==> config.mk <==
export PLATFORM = sky130hd
export DESIGN_NAME = fir_channel_scheduler
export DESIGN_NICKNAME = d
export VERILOG_FILES = /design/src/rtl/fir_channel_scheduler.sv
export SDC_FILE = /design/constraint.sdc
export NUM_CORES = 1
export LEC_CHECK = 0
export CORE_ASPECT_RATIO = 1.5
export CORE_MARGIN = 2
export CORE_UTILIZATION = 38
export CTS_CLUSTER_DIAMETER = 60
export DETAILED_ROUTE_END_ITERATION = 7
export GPL_TIMING_DRIVEN = 0
export PLACE_DENSITY = 0.71
export RECOVER_POWER = 50
export REMOVE_ABC_BUFFERS = 1
export SYNTH_ARGS = -nofsm -noshare
export SYNTH_HDL_FRONTEND = slang
export SYNTH_SLANG_ARGS = --single-unit
==> constraint.sdc <==
create_clock -name clk -period 3.4 [get_ports clk]
set_input_delay 0.85 -clock clk [delete_from_list [all_inputs] [get_ports clk]]
set_output_delay 0.85 -clock clk [all_outputs]
set_load 0.05 [all_outputs]
==> src/rtl/fir_channel_scheduler.sv <==
// Shares one serial FIR engine across NCH sample channels, picking channels round-robin.
// Latency: sample accept -> eng_start after 2 cycles; eng_done -> out_valid on the next cycle.
// Backpressure: each channel has a 1-deep hold reg (in_ready low while full); a result is held until out_ready.
//
// Ports:
//   clk, rst_n                            clock, asynchronous active-low reset
//   in_data / in_valid / in_ready         per-channel sample handshake, channel i at [i*WIDTH +: WIDTH]
//   eng_sample / eng_chan / eng_start     job launch to the engine; sample and channel hold until the next launch
//   eng_done / eng_result                 engine completion pulse and its result
//   out_data / out_chan / out_valid / out_ready   channel-tagged result handshake
//   timeout_err / clear_err               sticky watchdog flag and its clear (a new timeout beats a clear)
module fir_channel_scheduler #(
  parameter int WIDTH   = 16,
  parameter int NCH     = 4,
  parameter int CHW     = 2,
  parameter int TIMEOUT = 160
) (
  input  logic                 clk,
  input  logic                 rst_n,
  input  logic [NCH*WIDTH-1:0] in_data,
  input  logic [NCH-1:0]       in_valid,
  output logic [NCH-1:0]       in_ready,
  output logic [WIDTH-1:0]     eng_sample,
  output logic [CHW-1:0]       eng_chan,
  output logic                 eng_start,
  input  logic                 eng_done,
  input  logic [WIDTH-1:0]     eng_result,
  output logic [WIDTH-1:0]     out_data,
  output logic [CHW-1:0]       out_chan,
  output logic                 out_valid,
  input  logic                 out_ready,
  output logic                 timeout_err,
  input  logic                 clear_err
);

  localparam int WDW = $clog2(TIMEOUT) + 1;

  typedef enum logic [1:0] {
    S_IDLE,
    S_ISSUE,
    S_WAIT,
    S_OUTPUT
  } state_e;

  state_e           state_q, state_d;

  logic [NCH-1:0]   hold_valid_q, hold_valid_d;
  logic [WIDTH-1:0] hold_data_q [NCH];
  logic [WIDTH-1:0] hold_data_d [NCH];
  logic [CHW-1:0]   last_grant_q, last_grant_d;
  logic [WDW-1:0]   wd_q, wd_d;
  logic [WIDTH-1:0] eng_sample_q, eng_sample_d;
  logic [CHW-1:0]   eng_chan_q, eng_chan_d;
  logic             eng_start_q, eng_start_d;
  logic [WIDTH-1:0] out_data_q, out_data_d;
  logic [CHW-1:0]   out_chan_q, out_chan_d;
  logic             out_valid_q, out_valid_d;
  logic             timeout_err_q, timeout_err_d;

  logic             any_pending;
  logic             wd_expired;
  logic             wd_fire;
  logic [CHW-1:0]   grant_c;
  logic [CHW-1:0]   idx_c;
  logic             grant_found;

  assign any_pending = |hold_valid_q;
  assign wd_expired  = (wd_q == WDW'(TIMEOUT - 1));

  // Round-robin search: first pending channel strictly after last_grant, wrapping mod NCH.
  always_comb begin
    grant_c     = '0;
    idx_c       = '0;
    grant_found = 1'b0;
    for (int k = 1; k <= NCH; k++) begin
      idx_c = CHW'((int'(last_grant_q) + k) % NCH);
      if (!grant_found && hold_valid_q[idx_c]) begin
        grant_c     = idx_c;
        grant_found = 1'b1;
      end
    end
  end

  // State register
  always_ff @(posedge clk or negedge rst_n) begin
    if (!rst_n) begin
      state_q <= S_IDLE;
    end else begin
      state_q <= state_d;
    end
  end

  // Next-state logic
  always_comb begin
    state_d = state_q;
    case (state_q)
      S_IDLE:   if (any_pending) state_d = S_ISSUE;
      S_ISSUE:  state_d = S_WAIT;
      // Completion beats the watchdog when both land on the same cycle.
      S_WAIT: begin
        if (eng_done)        state_d = S_OUTPUT;
        else if (wd_expired) state_d = S_IDLE;
      end
      S_OUTPUT: if (out_ready) state_d = S_IDLE;
      default:  state_d = S_IDLE;
    endcase
  end

  // Output / datapath next-state logic. Engine launch signals are registered on the
  // IDLE->ISSUE edge so eng_start is a clean one-cycle pulse during ISSUE.
  always_comb begin
    hold_valid_d  = hold_valid_q;
    hold_data_d   = hold_data_q;
    last_grant_d  = last_grant_q;
    wd_d          = wd_q;
    eng_sample_d  = eng_sample_q;
    eng_chan_d    = eng_chan_q;
    eng_start_d   = 1'b0;
    out_data_d    = out_data_q;
    out_chan_d    = out_chan_q;
    out_valid_d   = out_valid_q;
    wd_fire       = 1'b0;

    // Accept only into empty hold regs, so a held sample is never overwritten.
    for (int i = 0; i < NCH; i++) begin
      if (in_valid[i] && !hold_valid_q[i]) begin
        hold_valid_d[i] = 1'b1;
        hold_data_d[i]  = in_data[i*WIDTH +: WIDTH];
      end
    end

    case (state_q)
      S_IDLE: begin
        if (any_pending) begin
          last_grant_d = grant_c;
          eng_chan_d   = grant_c;
          eng_sample_d = hold_data_q[grant_c];
          eng_start_d  = 1'b1;
        end
      end
      S_ISSUE: begin
        // The granted channel's in_ready is held low during ISSUE, so no accept collides here.
        hold_valid_d[eng_chan_q] = 1'b0;
        wd_d                     = '0;
      end
      S_WAIT: begin
        wd_d = wd_q + 1'b1;
        if (eng_done) begin
          out_data_d  = eng_result;
          out_chan_d  = eng_chan_q;
          out_valid_d = 1'b1;
        end else if (wd_expired) begin
          wd_fire = 1'b1;
        end
      end
      S_OUTPUT: begin
        if (out_ready) out_valid_d = 1'b0;
      end
      default: ;
    endcase

    if (wd_fire)        timeout_err_d = 1'b1;
    else if (clear_err) timeout_err_d = 1'b0;
    else                timeout_err_d = timeout_err_q;
  end

  // Datapath registers
  always_ff @(posedge clk or negedge rst_n) begin
    if (!rst_n) begin
      hold_valid_q  <= '0;
      for (int i = 0; i < NCH; i++) hold_data_q[i] <= '0;
      last_grant_q  <= CHW'(NCH - 1);
      wd_q          <= '0;
      eng_sample_q  <= '0;
      eng_chan_q    <= '0;
      eng_start_q   <= 1'b0;
      out_data_q    <= '0;
      out_chan_q    <= '0;
      out_valid_q   <= 1'b0;
      timeout_err_q <= 1'b0;
    end else begin
      hold_valid_q  <= hold_valid_d;
      hold_data_q   <= hold_data_d;
      last_grant_q  <= last_grant_d;
      wd_q          <= wd_d;
      eng_sample_q  <= eng_sample_d;
      eng_chan_q    <= eng_chan_d;
      eng_start_q   <= eng_start_d;
      out_data_q    <= out_data_d;
      out_chan_q    <= out_chan_d;
      out_valid_q   <= out_valid_d;
      timeout_err_q <= timeout_err_d;
    end
  end

  assign in_ready    = ~hold_valid_q;
  assign eng_sample  = eng_sample_q;
  assign eng_chan    = eng_chan_q;
  assign eng_start   = eng_start_q;
  assign out_data    = out_data_q;
  assign out_chan    = out_chan_q;
  assign out_valid   = out_valid_q;
  assign timeout_err = timeout_err_q;

endmodule

# == Word level (Yosys, flattened, before mapping) ==
# Index checks and enable logic that the tools add are counted.
# op_classes
add_sub_neg,5
n_lt_le_gt_ge,7
n_eq_ne,8
n_mux,41
bitwise,4
n_reduce_logical,24
# op_table
operator,count
binary-select mux 16 bit (select 2 bit),1
two-way mux 16 bit,2
two-way mux 1 bit,21
one-hot mux 9 bit (2 select lines),1
two-way mux 2 bit,8
< comparator 2 x 3 -> 1 bit (second input constant),5
adder 9 x 1 -> 9 bit (second input constant),1
== test 9 x 8 -> 1 bit (second input constant),1
binary-select mux 1 bit (select 2 bit),4
logical AND 1 bit,8
inverter 4 bit,2
one-hot mux 2 bit (4 select lines),1
zero test 1 bit,7
inequality test 2 bit (second input constant),3
AND reduction 3 bit,2
nonzero test 2 bit,3
adder 2 x 1 -> 2 bit (second input constant),2
adder 2 bit (second input constant),2
bitwise AND 4 bit,1
== test 2 bit (second input constant),2
two-way mux 4 bit,1
AND reduction 2 bit,2
OR reduction 4 bit,1
greater-or-equal comparator 3 bit (second input constant),1
other kinds (7),7
# totals
regBits,120
inputBits,89
output_inout_bits,43

# == Logic depth before layout (Yosys ltp) ==
# Gate-level depths: netlist (run 1).
# logic_depth
word_depth,17
depth_mapped,8
ltp_nobuf,7

# == Worst setup path before layout (run 1) ==
# OpenSTA, ideal clock, no wires.
# synth_timing
path_kind,input to register
start,in in_valid[0]
end,reg hold_data_q[53] (netlist name)
setup_ns,0.125
arrival_time_ns,1.930
t_required_ns,3.275
path_slack_ns,1.346
path_stages,4
path_cell_list,nor2b_1 > clkbuf_1 > buf_1 > mux2_2
# synth_via
elab_chain_len,1
# synth_rtl
item,line_no,rtl
from (decl),21,"input logic [NCH-1:0] in_valid,"
logical AND 1 bit,126,if (in_valid[i] && !hold_valid_q[i]) begin
to (signal assigned),183,hold_data_q <= hold_data_d;
to (decl),48,logic [WIDTH-1:0] hold_data_q [NCH];
# Every way passes these cells.
# A chain may end at the register's enable or synchronous reset.

# == Final worst setup path (run 1) ==
# layout_timing
start,reg hold_valid_q[1]
end,"reg eng_sample_q[2], in the netlist eng_sample[2]"
# layout_via
elab_chain_len,16
word_cells_on_any_way,27
classes_between,mux: 18; bitwise: 1; reduce/logical: 8
# layout_rtl
item,line_no,rtl
from (decl),47,"logic [NCH-1:0] hold_valid_q, hold_valid_d;"
from (signal assigned),182,hold_valid_q <= hold_valid_d;
binary-select mux 1 bit (select 2 bit),77,if (!grant_found && hold_valid_q[idx_c]) begin
two-way mux 1 bit (implied by the code),77,
two-way mux 1 bit,77,
zero test 1 bit,77,
logical AND 1 bit,77,
two-way mux 1 bit,77,
zero test 1 bit,77,
logical AND 1 bit,77,
two-way mux 1 bit,77,
zero test 1 bit,77,
logical AND 1 bit,77,
two-way mux 2 bit,77,
inverter 2 -> 3 bit (implied by the code),137,eng_sample_d = hold_data_q[grant_c];
binary-select mux 16 bit (select 2 bit),137,
two-way mux 16 bit (implied by the code) (2 in a row),137,
to (signal assigned),186,eng_sample_q <= eng_sample_d;
to (decl),52,"logic [WIDTH-1:0] eng_sample_q, eng_sample_d;"
# Several ways; a longest one is shown, not always the timed one. The select of a mux whose other input is x is not followed.

==> results.json, run 1 <==
{
  "status": "finished, final reports clean",
  "cts_hold_buf": 0,
  "rsz0062_at_grt": "false",
  "crit_type": "flop to flop",
  "critPathSlowestCell": "o211ai_2",
  "dr.pass1.iters": 4,
  "antenna_found_initial": 0,
  "rr_worst_depth": 4,
  "cp_max_fo": 32,
  "crit_required_ns": 3.65,
  "ys.flop_type": "dfrtp_1",
  "grt_max_degree": 104,
  "fin_crit_sh_pct": 86.6,
  "drc": 0,
  "crit_family": "compound AO/OA/AOI/OAI gates",
  "dp_hpwl_mm": 8.98,
  "worst_pin_slew_ns": 1.42,
  "p_switching_mw": 3.37,
  "dieArea_um2": 15100,
  "io_pins": 132,
  "slew_headroom_pct": 5.53,
  "synth_warnings": 0,
  "synth-async-reset-ratio_pct": 100,
  "timing.fmax_ghz": 0.340,
  "crit_buf_inv": 0,
  "hold_violations": 0,
  "post-cts-setup-buffers": 0,
  "ctsHtreeMaxLevel": 4,
  "drv_slew": 0,
  "fin_crit_ns": 2.95,
  "synth_area_um2": 5360,
  "numPortBuffers": 131,
  "skew_ns": 0.0104,
  "cts_buffers": 17,
  "dieWidth_um": 101,
  "cp_num_cells": 4,
  "layout-drive-gt1-share_pct": 26.6,
  "grt_pass1_vias": 4131,
  "synth_common_cells": "dfrtp_1, mux2_2, nor2_1",
  "syn_area_per_cell_um2": 13.1,
  "powerDensity_nw_per_um2": 1120,
  "wl_per_cell_um": 18.3,
  "syn_to_final_growth_pct": 40.2,
  "vias": 3762,
  "setup_viol_count_final": 0,
  "grt_pass1_wl_mm": 21.2,
  "grt-ovfl-total": 0,
  "drt_iter0_drc": 129,
  "p_sw_share_pct": 40.0,
  "syn-instance-count": 410,
  "whs_path_depth": 1,
  "fp.coreArea_um2": 13900,
  "path_clk_slew_ns": 0.06,
  "grt_usage_pct": 18.5,
  "seq_power_share_pct": 30.0,
  "synth_most_common_cell": "dfrtp_1",
  "synth_area_leaders": "dfrtp_1, mux2_2, mux2i_1",
  "fillerInstances": 1179,
  "via_per_inst": 5.22,
  "comb_power_share_pct": 46.9,
  "nNetsFinal": 638,
  "hold_class": "flop to flop",
  "cp_cell_sequence": "o211ai_2, nand3_4, a221oi_1, a211oi_1",
  "internal_power_mw": 5.05,
  "vdd_drop_max_mv": 0.807,
  "fin_util_pct": 53.9,
  "finalWirelength_mm": 13.2,
  "cp.arrival_ns": 3.20,
  "gp_congestion": 0.799,
  "fp-row-count": 53,
  "die-height_um": 149,
  "clk_path_buf_depth": 2,
  "clk_latency_ns": 0.40,
  "synth-edff-count": 0,
  "maxCapViolCount": 0,
  "root_buffer": "clkbuf_16",
  "start_kind": "flop",
  "ant_nets": 0,
  "p_clk_share_pct": 23.0,
  "yosysSeqAreaShare_pct": 56.1,
  "placed_area_um2": 6890,
  "leakage_nw": 3.12,
  "start_util_pct": 38.5,
  "yosysUniqueCellTypes": 42,
  "insertedDiodeCount": 0,
  "yosysTopAreaCell": "dfrtp_1",
  "clkSinkCount": 120,
  "synth.ff_latch_count": 120,
  "cpPeakStageDelay_ns": 0.88,
  "netlist.area_leader.share_pct": 55.1,
  "end_kind": "flop",
  "cts_tree": "yes",
  "final_area_um2": 7510
}
==> per-stage QoR <==
step	setup slack, ns	power (mW)	setup TNS (ns)	std cells	hold WS, ns
6_report	0.455	8.41	0	721	0.496
3_5_place_dp	-0.00339	6.55	-0.00339	689	0.488
5_1_grt	0.266	8.90	0	721	0.514
4_1_cts	0.416	8.53	0	721	0.263
3_3_place_gp	-3.01	6.33	-380.67	682	0.471
2_1_floorplan	0.588	5.18	0	386	0.472
==> cells by family after synthesis <==
family	share of synthesized area, %
buf+inv	3.36
compound gates	9.98
simple gates	8.29
xor+xnor	0.654
mux	20.2
flops	56.1
fa+ha+maj	1.40
==> power by group through the flow <==
stage | clock, mW | combinational (mW) | sequential, mW
floorplan | 0 | 1.93 | 3.25
detailed placement | 0 | 4.00 | 2.55
global route | 2.05 | 4.24 | 2.62
global placement | 0 | 3.82 | 2.51
finish | 1.94 | 3.95 | 2.53
CTS | 1.98 | 4.01 | 2.53
==> what timing repair did <==
action                                  4_1_cts  5_1_grt
hold endpoints to repair                      0        0
resized for setup                             1        0
endpoints found under the setup margin        1        0
==> worst reg2reg max path, cell delays in order (launching register included) <==
cell and delay [ns]:
dfrtp_1 0.49, o211ai_2 0.88, nand3_4 0.77, a221oi_1 0.56, a211oi_1 0.10
==> placed cells by master (no fill, tap or decap), types with 3 or more instances in the layout <==
cell type and count:
a211oi_1 6, a211oi_2 10, a221oi_1 8, a221oi_2 8, a31oi_1 4, and2_1 17
buf_8 4, bufinv_16 4, clkbuf_16 17, clkdlybuf4s50_1 127, clkinvlp_4 4, dfrtp_1 118
dlygate4sd3_1 3, ha_1 6, inv_1 14, inv_6 3, mux2_2 80, mux2i_1 18
nand2_1 14, nand3_1 6, nor2_1 29, nor2b_1 5, nor2b_2 4, o21ai_0 8
o31ai_1 3, xnor2_1 4
==> layout make-up <==
type	count	area, um^2	share of cell area (%)
sequential	120	3010	40.0
multi-input combinational	252	2190	29.1
timing repair buffer	138	1410	18.8
clock buffer	19	453	6.03
tap	165	206	2.75
clock inverter	13	190	2.53
inverter	14	52.6	0.700
==> layer usage <==
layer | vias to the layer above | global-route usage (%) | part of all wire, %
met5 | - | 0 | 0
met4 | 0 | 6.55 | 1.9
met3 | 16 | 5.30 | 5.0
met2 | 113 | 31.4 | 52
met1 | 1899 | 22.2 | 41
li1 | 1734 | - | -
==> flip-flops by register name, indices dropped and copies added, names as in the netlist <==
register,flops
hold_valid_q,4
state_q,2
eng_sample,16
timeout_err,1
out_data,16
eng_chan,2
out_valid,1
out_chan,2
wd_q,9
hold_data_q,64
eng_start,1
last_grant_q,2
==> path summary, 6_finish.rpt <==
| check | from | end | slack [ns] |
|---|---|---|---|
| max in group asynchronous | rst_n | hold_data_q[61] | 0.79 |
| max | hold_valid_q[1] | eng_sample[2] | 0.45 |
| min in group asynchronous | rst_n | out_data[6] | 0.58 |
| max reg2reg | hold_valid_q[1] | eng_sample[2] | 0.45 |
| min reg2reg | hold_data_q[31] | hold_data_q[31] | 0.50 |
| min | hold_data_q[31] | hold_data_q[31] | 0.50 |
No activity file was read; power rests on OpenSTA's default activity.
==> inputs of run 2 (changes only) <==
==> constraint.sdc (replaced) <==
create_clock -name clk -period 3.4 [get_ports clk]
set_input_delay 0.85 -clock clk [delete_from_list [all_inputs] [get_ports clk]]
set_output_delay 0.85 -clock clk [all_outputs]
set_load 0.005 [all_outputs]
==> results of run 2 <==
The final DEF is identical to that of run 1. Status: finished, final reports clean.
Among the figures that moved: total power 8.41 mW -> 7.54 mW; worst IR drop on VDD 0.807 mV -> 0.623 mV
